[config.mk]
export PLATFORM = sky130hd
export DESIGN_NAME = vend_dispense_ctrl
export DESIGN_NICKNAME = d
export VERILOG_FILES = /design/src/rtl/vend_pkg.sv /design/src/rtl/vend_evt_fifo.sv /design/src/rtl/vend_dispense_ctrl.sv
export SDC_FILE = /design/constraint.sdc
export NUM_CORES = 1
export LEC_CHECK = 0
export BUFFER_PORTS_ARGS = -buffer_cell sky130_fd_sc_hd__buf_2
export CAP_MARGIN = 20
export CORE_UTILIZATION = 52
export CTS_BUF_LIST = sky130_fd_sc_hd__clkbuf_16
export DETAILED_ROUTE_END_ITERATION = 10
export PLACE_DENSITY = 0.77
export SKIP_CTS_REPAIR_TIMING = 1
export SLEW_MARGIN = 15
export SYNTH_ARGS = -nofsm -noshare
export SYNTH_HDL_FRONTEND = slang
export SYNTH_SLANG_ARGS = --single-unit
[constraint.sdc]
create_clock -name clk -period 2.05 [get_ports clk]
set_input_delay 0.205 -clock clk [delete_from_list [all_inputs] [get_ports clk]]
set_output_delay 0.205 -clock clk [all_outputs]
set_load 0.005 [all_outputs]
[src/rtl/vend_pkg.sv]
// Shared definitions for the vending dispense controller: FSM encoding,
// event bit positions and default parameter values.
package vend_pkg;

    typedef enum logic [2:0] {
        ST_IDLE  = 3'd0,
        ST_VEND  = 3'd1,
        ST_CHG10 = 3'd2,
        ST_CHG5  = 3'd3,
        ST_FAULT = 3'd4
    } vend_state_t;

    localparam int EVT_W   = 3;
    localparam int EVT_OUT = 2;
    localparam int EVT_C10 = 1;
    localparam int EVT_C5  = 0;

    localparam int DEF_QDEPTH        = 4;
    localparam int DEF_HOPPER_CYCLES = 4;
    localparam int DEF_MOTOR_TIMEOUT = 64;
    localparam int DEF_CNT_W         = 16;

    // First actuator phase for a freshly popped entry (entries are never zero).
    function automatic vend_state_t first_state(input logic [EVT_W-1:0] evt);
        vend_state_t st;
        if (evt[EVT_OUT]) begin
            st = ST_VEND;
        end else if (evt[EVT_C10]) begin
            st = ST_CHG10;
        end else begin
            st = ST_CHG5;
        end
        return st;
    endfunction

    function automatic vend_state_t after_vend(input logic [EVT_W-1:0] evt);
        vend_state_t st;
        if (evt[EVT_C10]) begin
            st = ST_CHG10;
        end else if (evt[EVT_C5]) begin
            st = ST_CHG5;
        end else begin
            st = ST_IDLE;
        end
        return st;
    endfunction

endpackage

[src/rtl/vend_evt_fifo.sv]
// Small synchronous event FIFO. Head data is read combinationally; the
// caller qualifies push/pop so full/empty are never violated.
module vend_evt_fifo
    import vend_pkg::*;
#(
    parameter int DEPTH = DEF_QDEPTH,
    parameter int W     = EVT_W,
    localparam int AW   = (DEPTH > 1) ? $clog2(DEPTH) : 1
) (
    input  logic          clk,
    input  logic          i_rst_n,
    input  logic          i_push,
    input  logic [W-1:0]  i_wdata,
    input  logic          i_pop,
    output logic [W-1:0]  o_rdata,
    output logic          o_full,
    output logic          o_empty,
    output logic [AW:0]   o_count
);

    localparam logic [AW:0] FULL_CNT = (AW+1)'(DEPTH);

    logic [W-1:0]  r_mem [DEPTH];
    logic [AW-1:0] r_wr_ptr;
    logic [AW-1:0] r_rd_ptr;
    logic [AW:0]   r_count;

    // Storage needs no reset: occupancy is tracked by the pointers.
    always_ff @(posedge clk) begin
        if (i_push) begin
            r_mem[r_wr_ptr] <= i_wdata;
        end
    end

    always_ff @(posedge clk or negedge i_rst_n) begin
        if (!i_rst_n) begin
            r_wr_ptr <= '0;
            r_rd_ptr <= '0;
            r_count  <= '0;
        end else begin
            if (i_push) begin
                r_wr_ptr <= r_wr_ptr + 1'b1;
            end
            if (i_pop) begin
                r_rd_ptr <= r_rd_ptr + 1'b1;
            end
            case ({i_push, i_pop})
                2'b10:   r_count <= r_count + 1'b1;
                2'b01:   r_count <= r_count - 1'b1;
                default: r_count <= r_count;
            endcase
        end
    end

    assign o_rdata = r_mem[r_rd_ptr];
    assign o_full  = (r_count == FULL_CNT);
    assign o_empty = (r_count == '0);
    assign o_count = r_count;

endmodule

[src/rtl/vend_dispense_ctrl.sv]
// Turns vend/change pulses into timed motor and hopper commands, buffering
// events in a FIFO, counting sales and latching fault/overflow status.
module vend_dispense_ctrl
    import vend_pkg::*;
#(
    parameter int QDEPTH        = DEF_QDEPTH,
    parameter int HOPPER_CYCLES = DEF_HOPPER_CYCLES,
    parameter int MOTOR_TIMEOUT = DEF_MOTOR_TIMEOUT,
    parameter int CNT_W         = DEF_CNT_W
) (
    input  logic             clk,
    input  logic             rst,
    input  logic             out,
    input  logic             change5,
    input  logic             change10,
    input  logic             motor_done,
    output logic             motor_en,
    output logic             hopper5,
    output logic             hopper10,
    output logic             busy,
    output logic             overflow,
    output logic             fault,
    output logic [CNT_W-1:0] sales_cnt,
    output vend_state_t      dbg_state
);

    localparam int AW   = (QDEPTH > 1) ? $clog2(QDEPTH) : 1;
    localparam int TMAX = (MOTOR_TIMEOUT > HOPPER_CYCLES) ? MOTOR_TIMEOUT : HOPPER_CYCLES;
    localparam int TW   = (TMAX > 2) ? $clog2(TMAX) : 1;

    localparam logic [TW-1:0] MOTOR_LAST = TW'(MOTOR_TIMEOUT - 1);
    localparam logic [TW-1:0] HOP_LAST   = TW'(HOPPER_CYCLES - 1);
    localparam logic [AW:0]   ONE_LEFT   = (AW+1)'(1);

    vend_state_t        r_state;
    vend_state_t        w_state_nxt;
    logic [TW-1:0]      r_timer;
    logic [TW-1:0]      w_timer_nxt;
    logic [EVT_W-1:0]   r_entry;
    logic [EVT_W-1:0]   w_entry_nxt;

    logic               r_motor_en;
    logic               r_hopper5;
    logic               r_hopper10;
    logic               r_busy;
    logic               r_overflow;
    logic               r_fault;
    logic [CNT_W-1:0]   r_sales_cnt;

    logic [EVT_W-1:0]   w_evt;
    logic               w_evt_any;
    logic               w_push_acc;
    logic               w_drop;
    logic               w_pop;
    logic               w_sale;
    logic               w_full;
    logic               w_empty;
    logic               w_nonempty_nxt;
    logic [EVT_W-1:0]   w_head;
    logic [AW:0]        w_count;

    always_comb begin
        w_evt          = '0;
        w_evt[EVT_OUT] = out;
        w_evt[EVT_C10] = change10;
        w_evt[EVT_C5]  = change5;
    end

    // A push into a full FIFO still succeeds when the head leaves this cycle.
    assign w_evt_any  = |w_evt;
    assign w_push_acc = w_evt_any & (~w_full | w_pop);
    assign w_drop     = w_evt_any & ~w_push_acc;

    vend_evt_fifo #(
        .DEPTH (QDEPTH),
        .W     (EVT_W)
    ) u_fifo (
        .clk     (clk),
        .i_rst_n (rst),
        .i_push  (w_push_acc),
        .i_wdata (w_evt),
        .i_pop   (w_pop),
        .o_rdata (w_head),
        .o_full  (w_full),
        .o_empty (w_empty),
        .o_count (w_count)
    );

    assign w_nonempty_nxt = w_push_acc | (~w_empty & ~(w_pop & (w_count == ONE_LEFT)));

    always_comb begin
        w_state_nxt = r_state;
        w_timer_nxt = r_timer;
        w_entry_nxt = r_entry;
        w_pop       = 1'b0;
        w_sale      = 1'b0;
        case (r_state)
            ST_IDLE: begin
                if (!w_empty) begin
                    w_pop       = 1'b1;
                    w_entry_nxt = w_head;
                    w_timer_nxt = '0;
                    w_state_nxt = first_state(w_head);
                end
            end
            ST_VEND: begin
                // Done wins over timeout when both occur on the last allowed cycle.
                if (motor_done) begin
                    w_sale      = 1'b1;
                    w_timer_nxt = '0;
                    w_state_nxt = after_vend(r_entry);
                end else if (r_timer == MOTOR_LAST) begin
                    w_timer_nxt = '0;
                    w_state_nxt = ST_FAULT;
                end else begin
                    w_timer_nxt = r_timer + 1'b1;
                end
            end
            ST_CHG10: begin
                if (r_timer == HOP_LAST) begin
                    w_timer_nxt = '0;
                    w_state_nxt = r_entry[EVT_C5] ? ST_CHG5 : ST_IDLE;
                end else begin
                    w_timer_nxt = r_timer + 1'b1;
                end
            end
            ST_CHG5: begin
                if (r_timer == HOP_LAST) begin
                    w_timer_nxt = '0;
                    w_state_nxt = ST_IDLE;
                end else begin
                    w_timer_nxt = r_timer + 1'b1;
                end
            end
            ST_FAULT: begin
                w_state_nxt = ST_FAULT;
            end
            default: begin
                w_state_nxt = ST_IDLE;
            end
        endcase
    end

    always_ff @(posedge clk or negedge rst) begin
        if (!rst) begin
            r_state <= ST_IDLE;
            r_timer <= '0;
            r_entry <= '0;
        end else begin
            r_state <= w_state_nxt;
            r_timer <= w_timer_nxt;
            r_entry <= w_entry_nxt;
        end
    end

    // Outputs are registered from the next state so they line up with r_state.
    always_ff @(posedge clk or negedge rst) begin
        if (!rst) begin
            r_motor_en  <= 1'b0;
            r_hopper5   <= 1'b0;
            r_hopper10  <= 1'b0;
            r_busy      <= 1'b0;
            r_overflow  <= 1'b0;
            r_fault     <= 1'b0;
            r_sales_cnt <= '0;
        end else begin
            r_motor_en  <= (w_state_nxt == ST_VEND);
            r_hopper5   <= (w_state_nxt == ST_CHG5);
            r_hopper10  <= (w_state_nxt == ST_CHG10);
            r_busy      <= (w_state_nxt != ST_IDLE) | w_nonempty_nxt;
            r_overflow  <= r_overflow | w_drop;
            r_fault     <= r_fault | (w_state_nxt == ST_FAULT);
            if (w_sale) begin
                r_sales_cnt <= r_sales_cnt + 1'b1;
            end
        end
    end

    assign motor_en  = r_motor_en;
    assign hopper5   = r_hopper5;
    assign hopper10  = r_hopper10;
    assign busy      = r_busy;
    assign overflow  = r_overflow;
    assign fault     = r_fault;
    assign sales_cnt = r_sales_cnt;
    assign dbg_state = r_state;

endmodule
======== Word level (Yosys, flattened, before mapping) ========
Memory sizes are Yosys's and may differ from the RTL's.
Cells that the tools add are included.
W data, S select, Z words.
cells by class
  order comparisons ....................... 0
  shift operators ......................... 0
  multiply operators ...................... 0
  bitwise gates (word level) .............. 13
  add/sub/neg operators ................... 6
  div/mod/pow operators ................... 0
  reductions and logical operators ........ 9
  eq/ne operators ......................... 15
  muxes and demuxes ....................... 22
operator list
  operator                 number
  $mux W6                  4
  $pmux W6 S3              1
  $add A16 B1 Y16 const B  1
  $mux W3                  5
  $pmux W3 S5              1
  $eq A3 B2 Y1 const B     4
  $eq A3 B1 Y1 const B     3
  $eq A3 B3 Y1 const B     3
  $mux W1                  7
  $add A6 B1 Y6 const B    1
  $eq A6 B2 Y1 const B     1
  $eq A6 B6 Y1 const B     1
  $logic_not A3 Y1         2
  $mux W2                  3
  $pmux W3 S2              1
  $reduce_bool A3 Y1       2
  $or A1 B1 Y1             5
  $add A2 B1 Y2 const B    2
  $and A1 B1 Y1            4
  $not A1 Y1               4
  $reduce_and A2 Y1        2
  $add A3 B1 Y3 const B    1
  $reduce_or A3 Y1         1
  $sub A3 B1 Y3 const B    1
  5 further kinds          5
word-level totals
  output and inout port bits .............. 25
  RAM bits ................................ 12
  bits in read-only memories .............. 0
  logic and storage cells ................. 79
  input bits .............................. 6
  register bits after elaboration ......... 40
  latch bits .............................. 0
  memories kept ........................... 1
memories
  memory        words  bits a word  rd ports  clocked after Yosys merged registers in  write ports  RTL line             source
  u_fifo.r_mem  4      3            1         0                                        1            vend_evt_fifo.sv:23  logic [W-1:0] r_mem [DEPTH];

======== Logic depth before layout (Yosys ltp) ========
Gate-level depths: netlist of the first run.
  depth in word-level cells ............... 8
  gate-level depth with buffers ........... 9
  mapped depth without buffers ............ 9

======== Modules after synthesis ========
From an unflattened synthesis of the first run, not the netlist that was laid out.
unflattened totals
  cells, all modules ...................... 210
  area, all modules ....................... 2521.2 µm²
modules (own cells, without submodules)
  module              area each (µm²)  times used  seq. area each (µm²)  cells each
  vend_dispense_ctrl  1687.9           1           825.8                 157
  vend_evt_fifo       833.3            1           535.5                 53

======== Worst setup path after synthesis of the first run ========
Ideal clock, no wire load.
  kind .................................... reg-to-reg
  start point ............................. register r_state[1], in the netlist dbg_state[1]
  end point ............................... register u_fifo.r_count[2], in the netlist u_fifo.o_count[2]
  buffers on the path ..................... 1
  stages on the path, launching flop included .. 9
  setup slack ............................. 0.062 ns
  data required time ...................... 1.923 ns
  period minus slack after synthesis ...... 1.988 ns
  setup time .............................. 0.127 ns
  arrival time ............................ 1.861 ns
  path through ............................ dfrtp_1 -> buf_2 -> or3_1 -> or2_1 -> inv_2 -> ha_1 -> mux2i_1 -> nor2_1 -> xor2_1
between the ends
  longest elaborated chain between the ends .. 6
  elaborated cells between the ends (all ways) .. 8
  classes of those cells .................. eq/ne (2); mux (2); bitwise (2); reduce/logical (2)
RTL lines
  item                                               RTL line                   source
  start, declared                                    vend_dispense_ctrl.sv:35   vend_state_t r_state;
  start signal, assigned                             vend_dispense_ctrl.sv:150  r_state <= w_state_nxt;
  $logic_not A3 Y1 *                                 vend_dispense_ctrl.sv:97   case (r_state)
  $mux W1 *                                          vend_dispense_ctrl.sv:97
  via u_fifo.i_pop                                   vend_evt_fifo.sv:14        input logic i_pop,
  $or A1 B1 Y1                                       vend_dispense_ctrl.sv:71   assign w_push_acc = w_evt_any & (~w_full | w_pop);
  $and A1 B1 Y1                                      vend_dispense_ctrl.sv:71
  $eq A2 B1 Y1 or $eq A2 B2 Y1 (tied branches)       vend_evt_fifo.sv:47        case ({i_push, i_pop})
  $pmux W3 S2 or $reduce_bool A2 Y1 (tied branches)  n/a
  end signal, assigned                               vend_evt_fifo.sv:48        2'b10: r_count <= r_count + 1'b1;
  end signal, assigned                               vend_evt_fifo.sv:49        2'b01: r_count <= r_count - 1'b1;
  end signal, assigned                               vend_evt_fifo.sv:50        default: r_count <= r_count;
  end, declared                                      vend_evt_fifo.sv:26        logic [AW:0] r_count;
Mark *: on every way through the listed nets, which the timed path passes. The rest lies on a longest branch.
A chain may end at the register's enable or synchronous reset.

======== Final worst setup path of the first run ========
  start point ............................. register r_state[2], in the netlist dbg_state[2]
  end point ............................... register u_fifo.r_count[2], in the netlist u_fifo.o_count[2]
Same word-level chain as after synthesis.

==> results of run 1 <==
layer usage:
metal | global-route usage, % | share of wire (%) | vias to the layer above
met2 | 30.4 | 46 | 39
met3 | 4.56 | 4.1 | 7
met4 | 6.00 | 1.4 | 0
li1 | - | - | 840
met5 | 0 | 0 | -
met1 | 25.2 | 48 | 825
sequential cells by signal (all words and copies together) (netlist names):
name             count
u_fifo.r_rd_ptr      2
sales_cnt           16
r_entry              2
u_fifo.r_mem        12
u_fifo.o_count       3
motor_en             1
u_fifo.r_wr_ptr      2
fault                1
dbg_state            3
busy                 1
hopper10             1
hopper5              1
overflow             1
r_timer              6
worst reg2reg max path: cells and delay by family (launching register included):
kind,cells,cell delay [ps]
mux,1,210
xor+xnor,1,140
simple gates,3,740
fa+ha+maj,1,210
buf+inv,1,110
flops,1,370
synth_stat cells, types with 3 or more instances:
master                     instances  share of area [%]
sky130_fd_sc_hd__nor2_1            7                1.1
sky130_fd_sc_hd__xnor2_1          15                5.3
sky130_fd_sc_hd__nor3_1            5                1.0
sky130_fd_sc_hd__nor4_1            4                1.0
sky130_fd_sc_hd__and2_1            5                1.3
sky130_fd_sc_hd__mux4_2            3                2.7
sky130_fd_sc_hd__nand4_1           6                1.5
sky130_fd_sc_hd__or3_1             3               0.76
sky130_fd_sc_hd__dfrtp_1          40                 40
sky130_fd_sc_hd__ha_1             11                5.5
sky130_fd_sc_hd__edfxtp_1         12                 15
sky130_fd_sc_hd__inv_1            10                1.5
sky130_fd_sc_hd__xor2_1            6                2.1
sky130_fd_sc_hd__nor4b_2           3                1.8
sky130_fd_sc_hd__o22ai_1           3               0.76
sky130_fd_sc_hd__nand2_1          30                4.5
sky130_fd_sc_hd__a21oi_1           5                1.0
sky130_fd_sc_hd__nand3_1           3               0.60
sky130_fd_sc_hd__o21ai_1           5                1.0
where the power goes:
part / internal [mW] / switching [mW] / total, mW
clock network: 0.444 / 0.347 / 0.791
logic: 0.608 / 0.658 / 1.27
registers: 1.36 / 0.207 / 1.56
total: 2.41 / 1.21 / 3.62
cells by family after synthesis:
kind of cell	Yosys count	share of synthesized area, %
adder cells (fa/ha/maj)	11	5.54
XOR/XNOR	21	7.41
flip-flops	52	54.8
buffers and inverters	18	2.97
AND/OR/NAND/NOR	84	19.4
multiplexers	4	3.12
AO/OA/AOI/OAI	25	6.75
cells in the final DEF (no fill, tap or decap), types with 4 or more instances in the layout:
master and instances:
sky130_fd_sc_hd__buf_4 11, sky130_fd_sc_hd__xor2_1 6, sky130_fd_sc_hd__nor3_1 5, sky130_fd_sc_hd__nand2_1 30
sky130_fd_sc_hd__edfxtp_1 12, sky130_fd_sc_hd__xnor2_1 15, sky130_fd_sc_hd__inv_1 11, sky130_fd_sc_hd__dfrtp_1 40
sky130_fd_sc_hd__ha_1 9, sky130_fd_sc_hd__nor4_1 4, sky130_fd_sc_hd__clkbuf_16 5, sky130_fd_sc_hd__nand4_1 6
sky130_fd_sc_hd__buf_2 30, sky130_fd_sc_hd__nor2_1 7, sky130_fd_sc_hd__and2_1 5, sky130_fd_sc_hd__a21oi_1 5
sky130_fd_sc_hd__o21ai_1 5
worst max-delay path by stage:
| stage | slack (ps) | to | from | cells past startpoint |
|---|---|---|---|---|
| floorplan | 60 | u_fifo.o_count[2] | dbg_state[1] | 8 |
| global placement | 160 | u_fifo.o_count[2] | u_fifo.o_count[0] | 9 |
| detailed placement | 60 | u_fifo.o_count[2] | u_fifo.o_count[0] | 9 |
| CTS | 40 | u_fifo.o_count[2] | u_fifo.o_count[0] | 9 |
| global route | 30 | motor_en | r_timer[0] | 5 |
| finish | 160 | u_fifo.o_count[2] | dbg_state[2] | 7 |
final cells by class:
type	instances	area, sq um	share of cell area (%)
Clock buffer	5	125	4.31
Clock inverter	3	15.0	0.518
Inverter	13	48.8	1.68
Multi-Input combinational cell	145	1050	36.3
Sequential cell	52	1360	46.9
Tap cell	52	65.1	2.24
Timing Repair Buffer	41	233	8.02
metrics by stage:
step	instance area [sq um]	hold WS [ps]	worst slack, ps	std cells
global placement	2750	365	158	302
global route	2900	105	34.3	311
detailed placement	2750	372	62.3	302
floorplan	2480	-90.6	62.0	215
finish	2900	23.3	157	311
CTS	2890	63.6	44.6	310
==> out/metrics.json, run 1 <==
{
  "outcome": {"value": "complete, but fails checks"},
  "violated_checks": {"value": "design-rule violations"},
  "drv_slew": {"value": 0},
  "hold_viol_final": {"value": 0},
  "clkLatencyLatePin": {"value": 290, "unit": "ps"},
  "worst_reg_to_reg_setup_slack": {"value": 160, "unit": "ps"},
  "setup.worst_path.start_class": {"value": "flop"},
  "finalWirelength": {"value": 4.30, "unit": "mm"},
  "synthesis.area_per_instance": {"value": 11.5, "unit": "sq um"},
  "maximum_level_of_the_cts_h_tree": {"value": 2},
  "number_of_drc_violations_after_detailed_routing_iteration_0": {"value": 67},
  "drt_pass1_iterations": {"value": 10},
  "drive_above_1_share": {"value": 23.6, "unit": "%"},
  "crit-reg2reg-capture": {"value": "u_fifo.o_count[2]"},
  "clock_tree.root_cell": {"value": "sky130_fd_sc_hd__clkbuf_16"},
  "kind_of_path_behind_the_tightest_hold_check": {"value": "input pin to asynchronous set/reset pin"},
  "criticalPathCategory": {"value": "flop to flop"},
  "worst_ir_drop_vdd": {"value": 611, "unit": "uV"},
  "worstPathArrival": {"value": 2060, "unit": "ps"},
  "synth_async_sr_flop_share": {"value": 76.9, "unit": "%"},
  "final_nets": {"value": 275},
  "syn-cell-area": {"value": 2480, "unit": "sq um"},
  "post-route-util": {"value": 64.8, "unit": "%"},
  "final_period_minus_worst_setup_slack": {"value": 1890, "unit": "ps"},
  "max_slew.worst_pin.slew": {"value": 853, "unit": "ps"},
  "timing.setup.tns": {"value": 0, "unit": "ps"},
  "post_synth_num_cell_types": {"value": 49},
  "cellLeakagePower": {"value": 1.33, "unit": "nW"},
  "num_io_pins": {"value": 31},
  "fp.dieArea": {"value": 5050, "unit": "sq um"},
  "final.fill_count": {"value": 356},
  "cts_buffers": {"value": 5},
  "die_width": {"value": 71.1, "unit": "um"},
  "core": {"value": 4470, "unit": "sq um"},
  "synth_enable_flop_cells": {"value": 12},
  "worstPathBufferInverterCount": {"value": 1},
  "first_pass_grt_wire_length": {"value": 7.31, "unit": "mm"},
  "final_clock_skew": {"value": 4.35, "unit": "ps"},
  "rsz0062_at_grt": {"value": "no"},
  "clock_tree.buffer_depth": {"value": 2},
  "detail_route.drc_violations": {"value": 4},
  "total_power": {"value": 3.62, "unit": "mW"},
  "syn-instance-count": {"value": 215},
  "family_with_the_most_delay_on_the_worst_path": {"value": "simple AND/OR/NAND/NOR gates"},
  "clk_pin_slew": {"value": 70, "unit": "ps"},
  "synth_seq_cells": {"value": 52},
  "fin_crit_sh": {"value": 92.4, "unit": "%"},
  "ant_nets": {"value": 0},
  "first_global_vias": {"value": 1644},
  "yosysSeqAreaShare": {"value": 54.8, "unit": "%"},
  "diodes": {"value": 0},
  "worst_setup_path_end_kind": {"value": "flop"},
  "max_freq": {"value": 528, "unit": "MHz"},
  "setup_viol": {"value": 0},
  "worstPathCellList": {"value": "or3_1 > or2_1 > inv_2 > ha_2 > mux2i_1 > nor2_1 > xor2_1"},
  "numPortBuffers": {"value": 30},
  "max_cap_violations": {"value": 0},
  "critical_path.max_stage_delay": {"value": 420, "unit": "ps"},
  "power_per_cell_area": {"value": 1250, "unit": "nW/um^2"},
  "crit_slowest_cell": {"value": "sky130_fd_sc_hd__or3_1"},
  "worstPathRequired": {"value": 2220, "unit": "ps"},
  "placementRows": {"value": 24},
  "syn_to_final_growth": {"value": 16.8, "unit": "%"},
  "dp_hpwl": {"value": 3.15, "unit": "mm"},
  "synth_warnings": {"value": 0},
  "routed_via_density": {"value": 5.50},
  "numClockSinks": {"value": 52},
  "place.gp.congestion": {"value": 0.863},
  "synth.net_count": {"value": 232},
  "tritoncts_clock_tree": {"value": "yes"},
  "grt_max_degree": {"value": 41},
  "post_drt_wl_per_cell": {"value": 13.8, "unit": "um"},
  "reg2regPathDepth": {"value": 7},
  "via_count": {"value": 1711},
  "worst_r2r_startpoint": {"value": "dbg_state[2]"},
  "die_h": {"value": 71.1, "unit": "um"},
  "crit_path_max_fanout": {"value": 6},
  "slew_headroom": {"value": 43.1, "unit": "%"},
  "grt-ovfl-total": {"value": 0},
  "postSynth.topFlopCell": {"value": "sky130_fd_sc_hd__dfrtp_1"},
  "grt_antenna_before_repair": {"value": 0},
  "groute.usage.overall": {"value": 18.8, "unit": "%"},
  "initial_core_utilization": {"value": 55.5, "unit": "%"}
}
No activity file was read; power rests on OpenSTA's default activity.
==> inputs of run 2 (changes only) <==
--- a/config.mk
+++ b/config.mk
@@ -7,12 +7,15 @@
 export LEC_CHECK = 0
 export BUFFER_PORTS_ARGS = -buffer_cell sky130_fd_sc_hd__buf_2
 export CAP_MARGIN = 20
-export CORE_UTILIZATION = 52
+export CELL_PAD_IN_SITES_DETAIL_PLACEMENT = 0
+export CELL_PAD_IN_SITES_GLOBAL_PLACEMENT = 1
+export CORE_UTILIZATION = 41
 export CTS_BUF_LIST = sky130_fd_sc_hd__clkbuf_16
 export DETAILED_ROUTE_END_ITERATION = 10
-export PLACE_DENSITY = 0.77
+export PLACE_DENSITY = 0.76
 export SKIP_CTS_REPAIR_TIMING = 1
 export SLEW_MARGIN = 15
 export SYNTH_ARGS = -nofsm -noshare
 export SYNTH_HDL_FRONTEND = slang
 export SYNTH_SLANG_ARGS = --single-unit
+export TNS_END_PERCENT = 20
==> out/metrics.json, run 2 (same netlist as run 1, synthesis figures left out) <==
{
  "clock_tree.buffer_depth": {"value": 2, "change": "unchanged"},
  "die_h": {"value": 79.8, "unit": "um", "change": "+12%"},
  "dp_hpwl": {"value": 3.34, "unit": "mm", "change": "+6.0%"},
  "core": {"value": 5680, "unit": "sq um", "change": "+27%"},
  "initial_core_utilization": {"value": 43.7, "unit": "%", "change": "-12 points"},
  "fin_crit_sh": {"value": 91.2, "unit": "%", "change": "-1.1 points"},
  "max_slew.worst_pin.slew": {"value": 433, "unit": "ps", "change": "-421 ps"},
  "startpoint": {"value": "dbg_state[0]"},
  "via_count": {"value": 1720, "change": "+0.53%"},
  "groute.layer.met3.usage": {"value": 4.11, "unit": "%", "change": "-0.44 points"},
  "num_io_pins": {"value": 31, "change": "unchanged"},
  "worst_hold_path.num_cells": {"value": 1},
  "placed_area": {"value": 2820, "unit": "sq um", "change": "+2.5%"},
  "final_cell_mix": {"value": "40 x sky130_fd_sc_hd__dfrtp_1, 30 x sky130_fd_sc_hd__nand2_1, 30 x sky130_fd_sc_hd__buf_2"},
  "drive_above_1_share": {"value": 24.7, "unit": "%", "change": "+1.2 points"},
  "number_of_flip_flops_in_the_largest_register": {"value": 16, "change": "unchanged"},
  "area_of_all_placed_cells_without_fillers": {"value": 2980, "unit": "sq um", "change": "+2.7%"},
  "cellLeakagePower": {"value": 1.36, "unit": "nW", "change": "+2.2%"},
  "kind_of_path_behind_the_tightest_hold_check": {"value": "input pin to flop"},
  "worstPathArrival": {"value": 2030, "unit": "ps", "change": "-30 ps"},
  "grt_max_degree": {"value": 41, "change": "unchanged"},
  "post_drt_wl_per_cell": {"value": 13.6, "unit": "um", "change": "-1.9%"},
  "final_clock_skew": {"value": 4.81, "unit": "ps", "change": "+0.459 ps"},
  "final_nets": {"value": 279, "change": "+1.5%"},
  "number_of_drc_violations_after_detailed_routing_iteration_0": {"value": 69, "change": "+3.0%"},
  "maximum_level_of_the_cts_h_tree": {"value": 2, "change": "unchanged"},
  "drt_pass1_iterations": {"value": 4, "change": "-6"},
  "slew_headroom": {"value": 70.9, "unit": "%", "change": "+28 points"},
  "clkLatencyLatePin": {"value": 290, "unit": "ps", "change": "about the same"},
  "grt_antenna_before_repair": {"value": 0, "change": "unchanged"},
  "max_freq": {"value": 535, "unit": "MHz", "change": "+1.2%"},
  "setup_viol": {"value": 0, "change": "unchanged"},
  "worst_ir_drop_vdd": {"value": 578, "unit": "uV", "change": "-5.3%"},
  "first_global_vias": {"value": 1771, "change": "+7.7%"},
  "worstPathRequired": {"value": 2210, "unit": "ps", "change": "about the same"},
  "criticalPathCategory": {"value": "flop to flop"},
  "use_met1": {"value": 19.6, "unit": "%", "change": "-5.6 points"},
  "tritoncts_clock_tree": {"value": "yes"},
  "groute.usage.overall": {"value": 16.3, "unit": "%", "change": "-2.5 points"},
  "crit_path_max_fanout": {"value": 6, "change": "unchanged"},
  "die_width": {"value": 79.8, "unit": "um", "change": "+12%"},
  "worst_reg_to_reg_setup_slack": {"value": 180, "unit": "ps", "change": "+20 ps"},
  "placementRows": {"value": 27, "change": "+13%"},
  "clock_tree.root_cell": {"value": "sky130_fd_sc_hd__clkbuf_16"},
  "mostFrequentLayoutCell": {"value": "sky130_fd_sc_hd__dfrtp_1"},
  "clk_pin_slew": {"value": 70, "unit": "ps", "change": "about the same"},
  "rsz0062_at_grt": {"value": "no"},
  "final_period_minus_worst_setup_slack": {"value": 1870, "unit": "ps", "change": "-23.0 ps"},
  "finalWirelength": {"value": 4.54, "unit": "mm", "change": "+5.7%"},
  "endpoint": {"value": "u_fifo.o_count[2]"},
  "fin_hold_ws": {"value": 170, "unit": "ps", "change": "+146 ps"},
  "diodes": {"value": 0, "change": "unchanged"},
  "cts_buffers": {"value": 5, "change": "unchanged"},
  "routed_via_density": {"value": 5.13, "change": "-6.7%"},
  "numPortBuffers": {"value": 30, "change": "unchanged"},
  "timing.setup.tns": {"value": 0, "unit": "ps", "change": "unchanged"},
  "busiest_layer": {"value": "met2"},
  "grt-ovfl-total": {"value": 0, "change": "unchanged"},
  "worst_setup_path_end_kind": {"value": "flop"},
  "first_pass_grt_wire_length": {"value": 7.99, "unit": "mm", "change": "+9.2%"},
  "max_cap_violations": {"value": 0, "change": "unchanged"},
  "detail_route.drc_violations": {"value": 0, "change": "-4"},
  "worst_r2r_startpoint": {"value": "dbg_state[0]"},
  "crit-reg2reg-capture": {"value": "u_fifo.o_count[2]"},
  "area_taken_by_flip_flops_and_latches": {"value": 1360, "unit": "sq um", "change": "unchanged"},
  "place.gp.congestion": {"value": 0.760, "change": "-12%"},
  "syn_to_final_growth": {"value": 20.0, "unit": "%"},
  "final.fill_count": {"value": 513, "change": "+44%"},
  "global_route.usage.met2": {"value": 29.0, "unit": "%", "change": "-1.5 points"},
  "multiInputGateArea": {"value": 1050, "unit": "sq um", "change": "+0.12%"},
  "drv_slew": {"value": 0, "change": "unchanged"},
  "fp.dieArea": {"value": 6370, "unit": "sq um", "change": "+26%"},
  "outcome": {"value": "finished clean"},
  "hold_viol_final": {"value": 0, "change": "unchanged"},
  "reg2regPathDepth": {"value": 7, "change": "unchanged"},
  "power_per_cell_area": {"value": 1240, "unit": "nW/um^2", "change": "-0.89%"},
  "post-route-util": {"value": 52.5, "unit": "%", "change": "-12 points"},
  "ant_nets": {"value": 0, "change": "unchanged"},
  "setup.worst_path.start_class": {"value": "flop"},
  "numClockSinks": {"value": 52, "change": "unchanged"}
}
[run 2: cell type report]
cell class | instances | area share (%)
Clock buffer | 5 | 4.20
Multi-Input combinational cell | 145 | 35.4
Clock inverter | 3 | 0.714
Sequential cell | 52 | 45.7
Tap cell | 72 | 3.03
Inverter | 13 | 1.64
Timing Repair Buffer | 45 | 9.33
[run 2: worst max-delay path: stages (launching register included)]
cell	delay, ps
sky130_fd_sc_hd__dfrtp_1	430
sky130_fd_sc_hd__or3_1	400
sky130_fd_sc_hd__or2_1	270
sky130_fd_sc_hd__inv_2	70
sky130_fd_sc_hd__ha_1	200
sky130_fd_sc_hd__mux2i_1	190
sky130_fd_sc_hd__nor2_1	60
sky130_fd_sc_hd__xor2_1	140
[run 2: worst min-delay path by stage]
stage / from / to / slack [ps]
finish: change10 / u_fifo.r_mem[3][1] / 170
global route: change5 / u_fifo.r_mem[2][0] / 170
CTS: rst / sales_cnt[15] / -110
detailed placement: rst / sales_cnt[13] / 190
global placement: rst / sales_cnt[13] / 190
floorplan: rst / busy / -90
[run 2: report_power, final]
part / switching [mW] / total [mW] / leakage [nW] / internal (mW)
clock: 0.378 / 0.833 / 0.0702 / 0.455
combinational: 0.627 / 1.27 / 0.663 / 0.640
sequential: 0.227 / 1.58 / 0.624 / 1.36
total: 1.23 / 3.68 / 1.36 / 2.45
[run 2: routing by layer]
| metal | vias up | wire length, um |
|---|---|---|
| met5 | - | 0 |
| met3 | 2 | 209 |
| met1 | 831 | 2080 |
| li1 | 852 | - |
| met2 | 35 | 2240 |
| met4 | 0 | 11 |
[run 2: stage by stage]
stage / std cells / worst slack (ps) / total power, mW
floorplan: 215 / 62.0 / 2.44
global placement: 326 / 236 / 2.86
detailed placement: 326 / 206 / 2.87
CTS: 334 / 175 / 3.72
global route: 335 / 86.5 / 3.99
finish: 335 / 180 / 3.68
